==> config.mk <==
export PLATFORM = sky130hd
export DESIGN_NAME = hazard_ctrl_flat
export DESIGN_NICKNAME = d
export VERILOG_FILES = /design/src/rtl/hazard_ctrl_if.sv /design/src/rtl/hazard_ctrl.sv /design/src/flat_wrapper.sv
export SDC_FILE = /design/constraint.sdc
export NUM_CORES = 1
export LEC_CHECK = 0
export BUFFER_PORTS_ARGS = -buffer_cell sky130_fd_sc_hd__buf_2
export CAP_MARGIN = 40
export CORE_MARGIN = 3
export CORE_UTILIZATION = 44
export CTS_CLUSTER_SIZE = 25
export DETAILED_ROUTE_END_ITERATION = 16
export PLACE_DENSITY = 0.77
export SLEW_MARGIN = 20
export SYNTH_ARGS = -nofsm -noshare
export SYNTH_HDL_FRONTEND = slang
export SYNTH_SLANG_ARGS = --single-unit
==> constraint.sdc <==
create_clock -name clk -period 2 [get_ports clk]
set_input_delay 0.4 -clock clk [delete_from_list [all_inputs] [get_ports clk]]
set_output_delay 0.4 -clock clk [all_outputs]
set_load 0.01 [all_outputs]
==> src/rtl/hazard_ctrl_if.sv <==
// Purpose : groups the pipeline-side hazard signals of hazard_ctrl into one bundle.
// Latency : wiring only, no storage.
// Backpr. : none; the stall and flush outputs are the pipeline's backpressure.
// Ports   : master = pipeline (drives the register IDs, enables and mem_ready,
//           and receives selects, stalls and flushes); slave = hazard_ctrl.
interface hazard_ctrl_if #(
   parameter int CNT_W = 16
);
   // Register IDs per stage.
   logic [3:0]       RA1D, RA2D, RA1E, RA2E;
   logic [3:0]       WA3E, WA3M, WA3W;
   // Per-stage control.
   logic             RegWriteM, RegWriteW, MemtoRegE, MemReqM, mem_ready;
   logic             PCSrcD, PCSrcE, PCSrcM, PCSrcW, BranchTakenE;
   // Controller outputs.
   logic [1:0]       ForwardAE, ForwardBE;
   logic             StallF, StallD, StallE, StallM;
   logic             FlushD, FlushE, FlushW;
   logic             mem_err;
   logic [CNT_W-1:0] stall_cycles;

   modport master (
      output RA1D, RA2D, RA1E, RA2E, WA3E, WA3M, WA3W,
      output RegWriteM, RegWriteW, MemtoRegE, MemReqM, mem_ready,
      output PCSrcD, PCSrcE, PCSrcM, PCSrcW, BranchTakenE,
      input  ForwardAE, ForwardBE, StallF, StallD, StallE, StallM,
      input  FlushD, FlushE, FlushW, mem_err, stall_cycles
   );

   modport slave (
      input  RA1D, RA2D, RA1E, RA2E, WA3E, WA3M, WA3W,
      input  RegWriteM, RegWriteW, MemtoRegE, MemReqM, mem_ready,
      input  PCSrcD, PCSrcE, PCSrcM, PCSrcW, BranchTakenE,
      output ForwardAE, ForwardBE, StallF, StallD, StallE, StallM,
      output FlushD, FlushE, FlushW, mem_err, stall_cycles
   );
endinterface

==> src/rtl/hazard_ctrl.sv <==
// Purpose : forwarding selects, load-use / PC-write stalls and flushes, data-memory wait FSM with timeout.
// Latency : stall/flush/forward outputs are combinational; mem_err and stall_cycles are registered.
// Backpr. : a not-ready data memory freezes F/D/E/M and bubbles MEM-WB until mem_ready; ERR freezes forever.
// Ports   : clk (rising edge), rst (synchronous, active-low), hif (hazard_ctrl_if.slave,
//           carries all register IDs, enables, selects, stalls, flushes, mem_err and stall_cycles).
module hazard_ctrl #(
   parameter int TIMEOUT = 15,
   parameter int CNT_W   = 16
) (
   input logic          clk,
   input logic          rst,
   hazard_ctrl_if.slave hif
);

   typedef enum logic [1:0] {
      IDLE     = 2'd0,
      MEM_WAIT = 2'd1,
      ERR      = 2'd2
   } state_t;

   localparam logic [7:0]       TIMEOUT_C = 8'(TIMEOUT);
   localparam logic [CNT_W-1:0] CNT_MAX   = {CNT_W{1'b1}};

   state_t           state_q, state_d, state_eff;
   logic [7:0]       wcnt_q, wcnt_d;
   logic [CNT_W-1:0] cnt_q, cnt_d;

   logic ldr_stall, pc_pend, mem_stall;
   logic stall_f;

   // Memory-stage result beats writeback result: it is the younger value.
   function automatic logic [1:0] fwd_sel(input logic [3:0] ra,
                                          input logic [3:0] wa_m, input logic we_m,
                                          input logic [3:0] wa_w, input logic we_w);
      logic [1:0] sel;
      sel = 2'b00;
      if (we_m && (ra == wa_m)) begin
         sel = 2'b10;
      end else if (we_w && (ra == wa_w)) begin
         sel = 2'b01;
      end
      return sel;
   endfunction

   // Holding rst low makes every combinational output behave as in IDLE,
   // even before the reset edge has actually cleared the state register.
   always_comb begin
      state_eff = rst ? state_q : IDLE;
   end

   // Wait-state FSM: next state, wait counter and the memory freeze.
   // The IDLE cycle that first sees a not-ready access already stalls,
   // so the stall length equals the number of mem_ready-low cycles.
   always_comb begin
      state_d   = state_q;
      wcnt_d    = wcnt_q;
      mem_stall = 1'b0;
      case (state_eff)
         IDLE: begin
            if (hif.MemReqM && !hif.mem_ready) begin
               mem_stall = 1'b1;
               state_d   = MEM_WAIT;
               wcnt_d    = 8'd1;
            end
         end
         MEM_WAIT: begin
            if (hif.mem_ready) begin
               state_d = IDLE;
               wcnt_d  = 8'd0;
            end else begin
               mem_stall = 1'b1;
               if (wcnt_q == TIMEOUT_C) begin
                  state_d = ERR;
               end else begin
                  wcnt_d = wcnt_q + 8'd1;
               end
            end
         end
         ERR: begin
            mem_stall = 1'b1;
         end
         default: begin
            state_d = IDLE;
            wcnt_d  = 8'd0;
         end
      endcase
   end

   // Hazard detection and output equations. A memory freeze suppresses the
   // D/E flushes so the frozen instructions survive until release.
   always_comb begin
      ldr_stall = hif.MemtoRegE && ((hif.RA1D == hif.WA3E) || (hif.RA2D == hif.WA3E));
      pc_pend   = hif.PCSrcD || hif.PCSrcE || hif.PCSrcM;
      stall_f   = ldr_stall || pc_pend || mem_stall;
   end

   assign hif.ForwardAE = fwd_sel(hif.RA1E, hif.WA3M, hif.RegWriteM, hif.WA3W, hif.RegWriteW);
   assign hif.ForwardBE = fwd_sel(hif.RA2E, hif.WA3M, hif.RegWriteM, hif.WA3W, hif.RegWriteW);
   assign hif.StallF    = stall_f;
   assign hif.StallD    = ldr_stall || mem_stall;
   assign hif.StallE    = mem_stall;
   assign hif.StallM    = mem_stall;
   assign hif.FlushW    = mem_stall;
   assign hif.FlushD    = !mem_stall && (pc_pend || hif.PCSrcW || hif.BranchTakenE);
   assign hif.FlushE    = !mem_stall && (ldr_stall || hif.BranchTakenE);

   // Stall-cycle counter holds at all-ones rather than wrapping.
   always_comb begin
      cnt_d = cnt_q;
      if (stall_f && (cnt_q != CNT_MAX)) begin
         cnt_d = cnt_q + CNT_W'(1);
      end
   end

   always_ff @(posedge clk) begin
      if (!rst) begin
         state_q <= IDLE;
         wcnt_q  <= 8'd0;
         cnt_q   <= '0;
      end else begin
         state_q <= state_d;
         wcnt_q  <= wcnt_d;
         cnt_q   <= cnt_d;
      end
   end

   // ERR is only left through reset, so the state itself is the sticky flag.
   assign hif.mem_err      = (state_q == ERR);
   assign hif.stall_cycles = cnt_q;

endmodule

==> src/flat_wrapper.sv <==
// flat-port wrapper written by rule: the top's interface ports become plain ports
module hazard_ctrl_flat 
#(
   parameter int TIMEOUT = 15,
   parameter int CNT_W   = 16
)
  (clk, rst, hif_RA1D, hif_RA2D, hif_RA1E, hif_RA2E, hif_WA3E, hif_WA3M, hif_WA3W, hif_RegWriteM, hif_RegWriteW, hif_MemtoRegE, hif_MemReqM, hif_mem_ready, hif_PCSrcD, hif_PCSrcE, hif_PCSrcM, hif_PCSrcW, hif_BranchTakenE, hif_ForwardAE, hif_ForwardBE, hif_StallF, hif_StallD, hif_StallE, hif_StallM, hif_FlushD, hif_FlushE, hif_FlushW, hif_mem_err, hif_stall_cycles);
  hazard_ctrl_if #(.CNT_W(CNT_W)) hif_i ();
  input logic clk;
  input logic rst;
  input wire logic [$bits(hif_i.RA1D)-1:0] hif_RA1D;
  input wire logic [$bits(hif_i.RA2D)-1:0] hif_RA2D;
  input wire logic [$bits(hif_i.RA1E)-1:0] hif_RA1E;
  input wire logic [$bits(hif_i.RA2E)-1:0] hif_RA2E;
  input wire logic [$bits(hif_i.WA3E)-1:0] hif_WA3E;
  input wire logic [$bits(hif_i.WA3M)-1:0] hif_WA3M;
  input wire logic [$bits(hif_i.WA3W)-1:0] hif_WA3W;
  input wire logic [$bits(hif_i.RegWriteM)-1:0] hif_RegWriteM;
  input wire logic [$bits(hif_i.RegWriteW)-1:0] hif_RegWriteW;
  input wire logic [$bits(hif_i.MemtoRegE)-1:0] hif_MemtoRegE;
  input wire logic [$bits(hif_i.MemReqM)-1:0] hif_MemReqM;
  input wire logic [$bits(hif_i.mem_ready)-1:0] hif_mem_ready;
  input wire logic [$bits(hif_i.PCSrcD)-1:0] hif_PCSrcD;
  input wire logic [$bits(hif_i.PCSrcE)-1:0] hif_PCSrcE;
  input wire logic [$bits(hif_i.PCSrcM)-1:0] hif_PCSrcM;
  input wire logic [$bits(hif_i.PCSrcW)-1:0] hif_PCSrcW;
  input wire logic [$bits(hif_i.BranchTakenE)-1:0] hif_BranchTakenE;
  output wire logic [$bits(hif_i.ForwardAE)-1:0] hif_ForwardAE;
  output wire logic [$bits(hif_i.ForwardBE)-1:0] hif_ForwardBE;
  output wire logic [$bits(hif_i.StallF)-1:0] hif_StallF;
  output wire logic [$bits(hif_i.StallD)-1:0] hif_StallD;
  output wire logic [$bits(hif_i.StallE)-1:0] hif_StallE;
  output wire logic [$bits(hif_i.StallM)-1:0] hif_StallM;
  output wire logic [$bits(hif_i.FlushD)-1:0] hif_FlushD;
  output wire logic [$bits(hif_i.FlushE)-1:0] hif_FlushE;
  output wire logic [$bits(hif_i.FlushW)-1:0] hif_FlushW;
  output wire logic [$bits(hif_i.mem_err)-1:0] hif_mem_err;
  output wire logic [$bits(hif_i.stall_cycles)-1:0] hif_stall_cycles;
  assign hif_i.RA1D = hif_RA1D;
  assign hif_i.RA2D = hif_RA2D;
  assign hif_i.RA1E = hif_RA1E;
  assign hif_i.RA2E = hif_RA2E;
  assign hif_i.WA3E = hif_WA3E;
  assign hif_i.WA3M = hif_WA3M;
  assign hif_i.WA3W = hif_WA3W;
  assign hif_i.RegWriteM = hif_RegWriteM;
  assign hif_i.RegWriteW = hif_RegWriteW;
  assign hif_i.MemtoRegE = hif_MemtoRegE;
  assign hif_i.MemReqM = hif_MemReqM;
  assign hif_i.mem_ready = hif_mem_ready;
  assign hif_i.PCSrcD = hif_PCSrcD;
  assign hif_i.PCSrcE = hif_PCSrcE;
  assign hif_i.PCSrcM = hif_PCSrcM;
  assign hif_i.PCSrcW = hif_PCSrcW;
  assign hif_i.BranchTakenE = hif_BranchTakenE;
  assign hif_ForwardAE = hif_i.ForwardAE;
  assign hif_ForwardBE = hif_i.ForwardBE;
  assign hif_StallF = hif_i.StallF;
  assign hif_StallD = hif_i.StallD;
  assign hif_StallE = hif_i.StallE;
  assign hif_StallM = hif_i.StallM;
  assign hif_FlushD = hif_i.FlushD;
  assign hif_FlushE = hif_i.FlushE;
  assign hif_FlushW = hif_i.FlushW;
  assign hif_mem_err = hif_i.mem_err;
  assign hif_stall_cycles = hif_i.stall_cycles;
  hazard_ctrl #(.TIMEOUT(TIMEOUT), .CNT_W(CNT_W)) u_core (.clk(clk), .rst(rst), .hif(hif_i));
endmodule
==> metrics, run 1 <==
number of max-slew violations in the final report 0; commonest non-fill, non-tap cells in the layout buf_2, buf_4, nor2_1; Synth top area share 30.9%; Syn Area/Cell 8.10 um^2; pwr dens 510 nW/um^2; die area 4610 um^2; leading register cell type out of synthesis dfxtp_1; Ys Warns 0; synth-to-layout area growth 43.8%; DP Area 2250 um^2; top cells by area, synth dfxtp_1, xor2_1, xnor2_1, nor2_1, a21oi_1; Via Count 1822; GRT Util Overall 19.9%; Iter 0 DRT Violations 79; # port buffers 67; Max Fclk 0.517 GHz; gpl congestion 0.826; Mapped Nets 250; cell row count 21; Clock Skew 0.00871 ns; CTS Buffer Depth 2; Residual DRC 0; number of routed nets with antenna violations 0; die width 67.9 um; core footprint 3520 um^2; Clock Sink Count 26; Die Y 67.9 um; design area 2420 um^2; final net count 343; max incr delay on CP 0.33 ns; # IOs 68; ant diodes 0; critical path capture point type output port; initial antenna violation count 0; initial core utilization 47.8%; Synth area leader dfxtp_1; CP cell instances buf_6 -> nand3b_1 -> o221ai_4 -> buf_6 -> or2_2 -> buf_6; Clock transition at path regs 0.09 ns; GRT Residual Overflow 0; drt first pass iters 4; Post-synth EDFFs 0; fraction of layout instances using a drive strength above 1 42.3%; Max Cap Violations 0; Hold Fails Final Rpt 0; outcome completed; period utilisation layout 96.7%; Leak 1.07 nW; CP most frequent cell buf_6; count of cell types in the netlist 46; Final min period 1.93 ns; Clock Latency Late Sink 0.28 ns; Worst Path Arrival 1.53 ns; H-tree Lvls 1; cell area after synthesis 1680 um^2; largest net degree at the start of global routing 16; ys async rst share 0%; first-pass GRT wire length 7.19 mm; DR WL/cell 13.2 um; Worst slew margin 70.3%; Seq cells post-synth 26; Fillers 318; Root Buffer clkbuf_8; Cells after Synth 208; vias in the first global route 1644; hold-fix buffer count after cts 0; crit-path max FO 5; TritonCTS clock tree yes; post-DP HPWL 3.53 mm; maximum vdd ir drop 0.382 mV; worst hold path class in2reg; Critical Path Start Type flop; setup TNS 0 ns; endpoints failing setup 0; vias per cell 5.27; CP max stage cell dfxtp_2; Slew @ Worst Pin 0.434 ns; critical path class reg2out; commonest non-fill, non-tap cell in the layout buf_2; total CTS buffers 3; Seq/Total Area, Yosys 30.9%; total wire length 4.56 mm; required time worst endpoint 1.60 ns
registers in the layout (all words and copies together) (netlist names):
| register | count |
|---|---|
| u_core.wcnt_q | 8 |
| u_core.hif.stall_cycles | 16 |
| u_core.state_q | 2 |
worst max-delay path: cells and delay by family (launching register included):
family	cells	cell delay, ns
compound gates	1	0.12
flops	1	0.33
buf+inv	3	0.39
simple gates	2	0.43
metal layers:
metal / vias to the layer above / GRT usage, % / part of all wire (%)
met3: 2 / 3.28 / 5.7
met1: 844 / 26.2 / 44
met2: 52 / 34.3 / 50
li1: 924 / - / -
met5: - / 0 / 0
met4: 0 / 4.47 / 0.59
layout make-up:
class	instances	area [um^2]	share of cell area, %
Tap cell	46	57.6	2.38
Inverter	6	22.5	0.930
Timing Repair Buffer	97	588	24.3
Sequential cell	26	543	22.4
Clock buffer	3	41.3	1.70
Multi-Input combinational cell	167	1140	47.1
Clock inverter	1	30.0	1.24
cells in the mapped netlist (5+ instances only):
cell type and instances:
a21oi_1 13, and3_1 5, clkbuf_1 5, dfxtp_1 26, inv_1 6, nand2_1 14
nand2b_1 5, nand3_1 10, nor2_1 18, nor3_1 7, nor4_1 5, o21ai_0 6
or3_1 5, xnor2_1 14, xor2_1 16
through the flow:
| step | setup slack (ns) | cells | utilization (%) | hold WS (ns) | total power, mW |
|---|---|---|---|---|---|
| 2_1_floorplan | 0.0125 | 208 | - | 0.455 | 0.675 |
| 3_3_place_gp | 0.0261 | 337 | 64.0 | 0.450 | 0.783 |
| 3_5_place_dp | -0.0217 | 337 | 64.0 | 0.463 | 0.789 |
| 4_1_cts | 0.00388 | 341 | 66.5 | 0.451 | 1.23 |
| 5_1_grt | -0.0410 | 346 | 68.8 | 0.500 | 1.29 |
| 6_report | 0.0667 | 346 | 68.8 | 0.467 | 1.24 |
logic make-up (layout without fill, tap and decap cells):
| kind of cell | Yosys count | count (layout) | synth area share (%) |
|---|---|---|---|
| simple gates | 90 | 90 | 29.0 |
| compound gates | 41 | 41 | 15.7 |
| xor+xnor | 30 | 30 | 15.6 |
| flops | 26 | 26 | 30.9 |
| buf+inv | 15 | 107 | 4.90 |
| mux | 4 | 4 | 2.38 |
| fa+ha+maj | 2 | 2 | 1.49 |
worst paths after layout:
check                                                start  depth (start not counted)                                  endpoint  slack, ns
setup / recovery            u_core.state_q[1]$_SDFFE_PN0P_                          6                                hif_StallD       0.07
hold reg to reg   u_core.hif.stall_cycles[10]$_SDFFE_PN0P_                          2  u_core.hif.stall_cycles[10]$_SDFFE_PN0P_       0.48
setup reg to reg   u_core.hif.stall_cycles[8]$_SDFFE_PN0P_                          7   u_core.hif.stall_cycles[3]$_SDFFE_PN0P_       0.08
hold / removal                                 hif_MemReqM                          3            u_core.state_q[0]$_SDFFE_PN0P_       0.47
report_power, final:
| part | leakage, nW | switching [mW] | total [mW] | internal, mW |
|---|---|---|---|---|
| clock network | 0.0357 | 0.173 | 0.441 | 0.268 |
| logic | 0.817 | 0.126 | 0.261 | 0.135 |
| registers | 0.217 | 0.00887 | 0.533 | 0.524 |
| total | 1.07 | 0.308 | 1.24 | 0.927 |
repair_timing:
action | 4_1_cts | 5_1_grt
setup endpoints to repair | 6 | 9
pin swaps | 0 | 0
gates resized for setup | 4 | 11
cloned | 0 | 0
buffers inserted | 0 | 5
Note: power is estimated with default switching activity, not from simulation.
==> run 2, diff against run 1 <==
--- a/config.mk
+++ b/config.mk
@@ -12,6 +12,7 @@
 export CTS_CLUSTER_SIZE = 25
 export DETAILED_ROUTE_END_ITERATION = 16
 export PLACE_DENSITY = 0.77
+export RECOVER_POWER = 100
 export SLEW_MARGIN = 20
 export SYNTH_ARGS = -nofsm -noshare
 export SYNTH_HDL_FRONTEND = slang
==> metrics, run 2 (synthesis results as in run 1) <==
outcome completed (unchanged); Worst slew margin 69.9% (was 70.3%); CP most frequent cell buf_6 (unchanged); number of max-slew violations in the final report 0 (unchanged); critical path capture point type output port (unchanged); Hold Fails Final Rpt 0 (unchanged); initial core utilization 47.8% (unchanged); initial antenna violation count 0 (unchanged); hold-fix buffer count after cts 0 (unchanged); crit-path max FO 5 (unchanged); CP bufs+invs 3 (unchanged); # port buffers 67 (unchanged); total CTS buffers 3 (unchanged); Worst Path Arrival 1.53 ns (about the same); DP Area 2250 um^2 (unchanged); Final min period 1.93 ns (about the same); fraction of layout instances using a drive strength above 1 38.0% (was 42.3%); CP delay by family, top simple AND/OR/NAND/NOR gates (unchanged); Via Count 1822 (unchanged); design area 2400 um^2 (was 2420 um^2); Iter 0 DRT Violations 72 (was 79); Sw Share 25.0% (was 24.9%); Residual DRC 0 (unchanged); endpoints failing setup 0 (unchanged); Root Buffer clkbuf_8 (unchanged); # IOs 68 (unchanged); Slew @ Worst Pin 0.440 ns (was 0.434 ns); die area 4610 um^2 (unchanged); Reg2Reg Setup Slack 0.07 ns (was 0.08 ns); die width 67.9 um (unchanged); commonest non-fill, non-tap cells in the layout buf_2, buf_4, nor2_1, dfxtp_1, xor2_1 (was buf_2, buf_4, nor2_1); register share of total power 43.1% (was 43.2%); core footprint 3520 um^2 (unchanged); hold depth 3 (unchanged); Max Cap Violations 0 (unchanged); first-pass GRT wire length 7.19 mm (unchanged); GRT Residual Overflow 0 (unchanged); drt first pass iters 4 (unchanged); hold endpoint u_core.state_q[0]$_SDFFE_PN0P_ (unchanged); GRT Util Overall 19.9% (unchanged); Clock transition at path regs 0.09 ns (about the same); Largest register FFs 16 (unchanged); Die Y 67.9 um (unchanged); ant diodes 0 (unchanged); Logic pwr share 21.1% (about the same); CP cell instances buf_6 -> nand3b_1 -> o221ai_4 -> buf_6 -> or2_2 -> buf_6 (unchanged); R2R Path Start u_core.hif.stall_cycles[8]$_SDFFE_PN0P_ (unchanged); total wire length 4.58 mm (was 4.56 mm); critical path class reg2out (unchanged); Clock Latency Late Sink 0.28 ns (about the same); synth-to-layout area growth 42.7% (was 43.8%); CTS Buffer Depth 2 (unchanged); vias per cell 5.27 (unchanged); worst reg2reg path depth 7 (unchanged); pwr dens 514 nW/um^2 (was 510 nW/um^2); setup TNS 0 ns (unchanged); TritonCTS clock tree yes (unchanged); worst hold path class in2reg (unchanged); Max Fclk 0.518 GHz (was 0.517 GHz); commonest non-fill, non-tap cell in the layout buf_2 (unchanged); largest net degree at the start of global routing 16 (unchanged); H-tree Lvls 1 (unchanged); cell row count 21 (unchanged); NetSw 0.309 mW (was 0.308 mW); required time worst endpoint 1.60 ns (about the same); post-DP HPWL 3.53 mm (unchanged); Reg-to-Reg End u_core.hif.stall_cycles[3]$_SDFFE_PN0P_ (unchanged); Clock Skew 0.00905 ns (was 0.00871 ns); clock share of power 35.8% (was 35.7%); gpl congestion 0.826 (unchanged); CP max stage cell dfxtp_2 (unchanged); Critical Path Start Type flop (unchanged); number of routed nets with antenna violations 0 (unchanged); vias in the first global route 1644 (unchanged); internal power 0.926 mW (was 0.927 mW); maximum vdd ir drop 0.381 mV (was 0.382 mV); min-delay src hif_MemReqM (unchanged); DR WL/cell 13.2 um (about the same); Util after Layout 68.3% (was 68.8%); Leak 1.03 nW (was 1.07 nW); Clock Sink Count 26 (unchanged); final net count 343 (unchanged); max incr delay on CP 0.33 ns (about the same); period utilisation layout 96.5% (was 96.7%); total power 1.24 mW (about the same)
[run 2: how the worst max path moves through the flow]
stage | startpoint | endpoint | depth (start not counted)
3_3_place_gp | hif_mem_ready | u_core.hif.stall_cycles[15]$_SDFFE_PN0P_ | 8
2_1_floorplan | rst | u_core.hif.stall_cycles[9]$_SDFFE_PN0P_ | 8
3_5_place_dp | rst | u_core.hif.stall_cycles[3]$_SDFFE_PN0P_ | 8
5_1_grt | u_core.hif.stall_cycles[10]$_SDFFE_PN0P_ | u_core.hif.stall_cycles[14]$_SDFFE_PN0P_ | 7
6_report | u_core.state_q[1]$_SDFFE_PN0P_ | hif_StallD | 6
4_1_cts | u_core.state_q[1]$_SDFFE_PN0P_ | hif_StallF | 6
[run 2: routing by layer]
| metal | GRT usage [%] | wire (um) |
|---|---|---|
| met1 | 26.2 | 2060 |
| met2 | 34.3 | 2270 |
| met3 | 3.28 | 220 |
| met4 | 4.47 | 27 |
| met5 | 0 | 0 |
[run 2: power groups by stage]
| stage | registers [mW] | clock network (mW) | logic, mW |
|---|---|---|---|
| final | 0.533 | 0.442 | 0.261 |
| after global routing | 0.534 | 0.467 | 0.286 |
| after CTS | 0.533 | 0.445 | 0.248 |
| after detailed placement | 0.545 | 0 | 0.244 |
| after global placement | 0.545 | 0 | 0.239 |
| after floorplan | 0.549 | 0 | 0.126 |
[run 2: timing repair]
action	in CTS	in global routing
endpoints found under the setup margin	6	9
setup buffers	0	5
resized for setup	4	11
[run 2: cell type report]
cell class	instances	area, um^2
fillers	324	1120
well taps	46	57.6
repair buffers	97	574
clock inverters	1	30.0
inverters	6	22.5
multi-input cells	167	1140
clock buffers	3	41.3
flip-flops and latches	26	538
[run 2: metrics by stage]
stage / hold WS (ns) / setup slack (ns) / cells
finish: 0.470 / 0.0698 / 346
floorplan: 0.455 / 0.0125 / 208
global placement: 0.450 / 0.0261 / 337
global route: 0.504 / -0.0479 / 346
CTS: 0.451 / 0.00388 / 341
detailed placement: 0.463 / -0.0217 / 337
[run 2: worst min-delay path: stages]
cell	delay, ns
buf_2	0.14
nor2_1	0.09
a2111oi_0	0.08
==> run 3, diff against run 2 <==
--- a/config.mk
+++ b/config.mk
@@ -7,11 +7,12 @@
 export LEC_CHECK = 0
 export BUFFER_PORTS_ARGS = -buffer_cell sky130_fd_sc_hd__buf_2
 export CAP_MARGIN = 40
+export CORE_ASPECT_RATIO = 1.1
 export CORE_MARGIN = 3
-export CORE_UTILIZATION = 44
+export CORE_UTILIZATION = 52
 export CTS_CLUSTER_SIZE = 25
 export DETAILED_ROUTE_END_ITERATION = 16
-export PLACE_DENSITY = 0.77
+export PLACE_DENSITY = 0.85
 export RECOVER_POWER = 100
 export SLEW_MARGIN = 20
 export SYNTH_ARGS = -nofsm -noshare
==> constraint.sdc (replaced) <==
create_clock -name clk -period 2.49 [get_ports clk]
set_input_delay 0.498 -clock clk [delete_from_list [all_inputs] [get_ports clk]]
set_output_delay 0.498 -clock clk [all_outputs]
set_load 0.01 [all_outputs]
==> metrics, run 3 (synthesis results as in run 1) <==
fraction of layout instances using a drive strength above 1 20.0% (was 38.0%); Max Fclk 0.433 GHz; required time worst endpoint 1.99 ns (was 1.60 ns); hold-fix buffer count after cts 0 (unchanged); synth-to-layout area growth 21.4% (was 42.7%); Die Y 65.7 um (was 67.9 um); RSZ-0062 raised after global routing no; hold slack 0.467 ns (was 0.470 ns); Util after Layout 66.5% (was 68.3%); Clock Sink Count 26 (unchanged); setup TNS 0 ns (unchanged); initial core utilization 54.8% (was 47.8%); initial antenna violation count 0 (unchanged); Iter 0 DRT Violations 151 (was 72); drt first pass iters 4 (unchanged); H-tree Lvls 1 (unchanged); vias per cell 5.54 (was 5.27); GRT Util Overall 21.5% (was 19.9%); number of routed nets with antenna violations 0 (unchanged); commonest non-fill, non-tap cell in the layout buf_2 (unchanged); first-pass GRT wire length 6.71 mm (was 7.19 mm); maximum vdd ir drop 0.637 mV (was 0.381 mV); Max Cap Violations 0 (unchanged); Hold Fails Final Rpt 0 (unchanged); Slew @ Worst Pin 0.755 ns (was 0.440 ns); Worst slew margin 49.7% (was 69.9%); worst hold path class in2reg (unchanged); Worst Path Arrival 1.81 ns (was 1.53 ns); die area 3960 um^2 (was 4610 um^2); die width 60.3 um (was 67.9 um); CTS Buffer Depth 2 (unchanged); outcome completed (unchanged); # port buffers 67 (unchanged); critical path class reg2out (unchanged); cell row count 21 (unchanged); total CTS buffers 3 (unchanged); Largest register FFs 16 (unchanged); Fillers 290 (was 324); period utilisation layout 92.8%; Residual DRC 0 (unchanged); DP Cell Count 305 (was 337); endpoints failing setup 0 (unchanged); post-CTS sizing 0 (was 4); final net count 318 (was 343); commonest non-fill, non-tap cells in the layout buf_2, clkbuf_1, dfxtp_1 (was buf_2, buf_4, nor2_1, dfxtp_1, xor2_1); number of max-slew violations in the final report 0 (unchanged); Critical Path Start Type flop (unchanged); Clock transition at path regs 0.15 ns (was 0.09 ns); DP Area 2040 um^2 (was 2250 um^2); Clock Latency Late Sink 0.33 ns (was 0.28 ns); Sequential Area 520 um^2 (was 538 um^2); ant diodes 0 (unchanged); core footprint 3070 um^2 (was 3520 um^2); GRT Residual Overflow 0 (unchanged); design area 2040 um^2 (was 2400 um^2); post-route insts no fill 309 (was 346); critical path capture point type output port (unchanged); gpl congestion 0.877 (was 0.826); postcts setup bufs 0 (unchanged); post-DP HPWL 3.16 mm (was 3.53 mm); # IOs 68 (unchanged); TritonCTS clock tree yes (unchanged); multi-input logic area 1080 um^2 (was 1140 um^2); DR WL/cell 12.7 um (was 13.2 um); Clock Skew 0.0188 ns (was 0.00905 ns); total wire length 3.92 mm (was 4.58 mm); Root Buffer clkbuf_4 (was clkbuf_8); Final min period 2.31 ns; crit-path max FO 11 (was 5); Leak 0.790 nW (was 1.03 nW); pwr dens 433 nW/um^2 (was 514 nW/um^2); largest net degree at the start of global routing 21 (was 16); Via Count 1712 (was 1822); vias in the first global route 1627 (was 1644)
## run 3: cell types whose count changed in the layout (fill, tap and decap cells not counted), moves of 2 or more
cell and delta:
clkbuf_1 +19, nand2b_1 +2, buf_6 -6, clkbuf_8 -3
dfxtp_2 -5, or2_4 -2, dfxtp_1 +8, buf_4 -23
nand2b_4 -2, dfxtp_4 -3, clkbuf_4 +3, buf_2 -16
## run 3: power breakdown
group | leakage (nW) | internal [mW] | total (mW) | switching [mW]
registers | 0.210 | 0.424 | 0.434 | 0.00976
logic | 0.552 | 0.0754 | 0.162 | 0.0863
clock network | 0.0279 | 0.163 | 0.290 | 0.127
## run 3: layer usage
metal  up-vias  track usage, %  wire length (um)  part of all wire (%)
met2        44            39.2              2090                    53
li1        875               -                 -                     -
met3         4            4.52               169                   4.3
met1       789            25.1              1630                    42
met4         0            4.43                29                  0.74
met5         -               0                 0                     0
## run 3: worst paths after layout
kind	from	endpoint	slack, ns	depth (start not counted)
setup / recovery	u_core.state_q[0]$_SDFFE_PN0P_	hif_StallF	0.18	5
hold / removal	hif_MemReqM	u_core.state_q[0]$_SDFFE_PN0P_	0.47	3
setup reg to reg	u_core.hif.stall_cycles[6]$_SDFFE_PN0P_	u_core.hif.stall_cycles[1]$_SDFFE_PN0P_	0.21	6
hold reg to reg	u_core.wcnt_q[0]$_SDFFE_PN0P_	u_core.wcnt_q[0]$_SDFFE_PN0P_	0.50	2
## run 3: stage by stage
step | setup WS (ns) | power (mW)
2_1_floorplan | 0.264 | 0.539
3_3_place_gp | 0.226 | 0.607
3_5_place_dp | 0.135 | 0.611
4_1_cts | 0.166 | 0.902
5_1_grt | 0.0296 | 0.939
6_report | 0.179 | 0.885
## run 3: layout make-up
class	count	share of cell area [%]
Multi-Input combinational cell	167	52.6
Sequential cell	26	25.5
Timing Repair Buffer	72	16.2
Tap cell	34	2.08
Clock inverter	1	1.47
Clock buffer	3	1.10
Inverter	6	1.10
## run 3: worst max-delay path, cell delays in order, from the launching register on
cell and delay, ns:
dfxtp_1 0.54, nand3b_1 0.17, o221ai_2 0.10, nand2b_1 0.22
or2_2 0.32, clkbuf_2 0.14
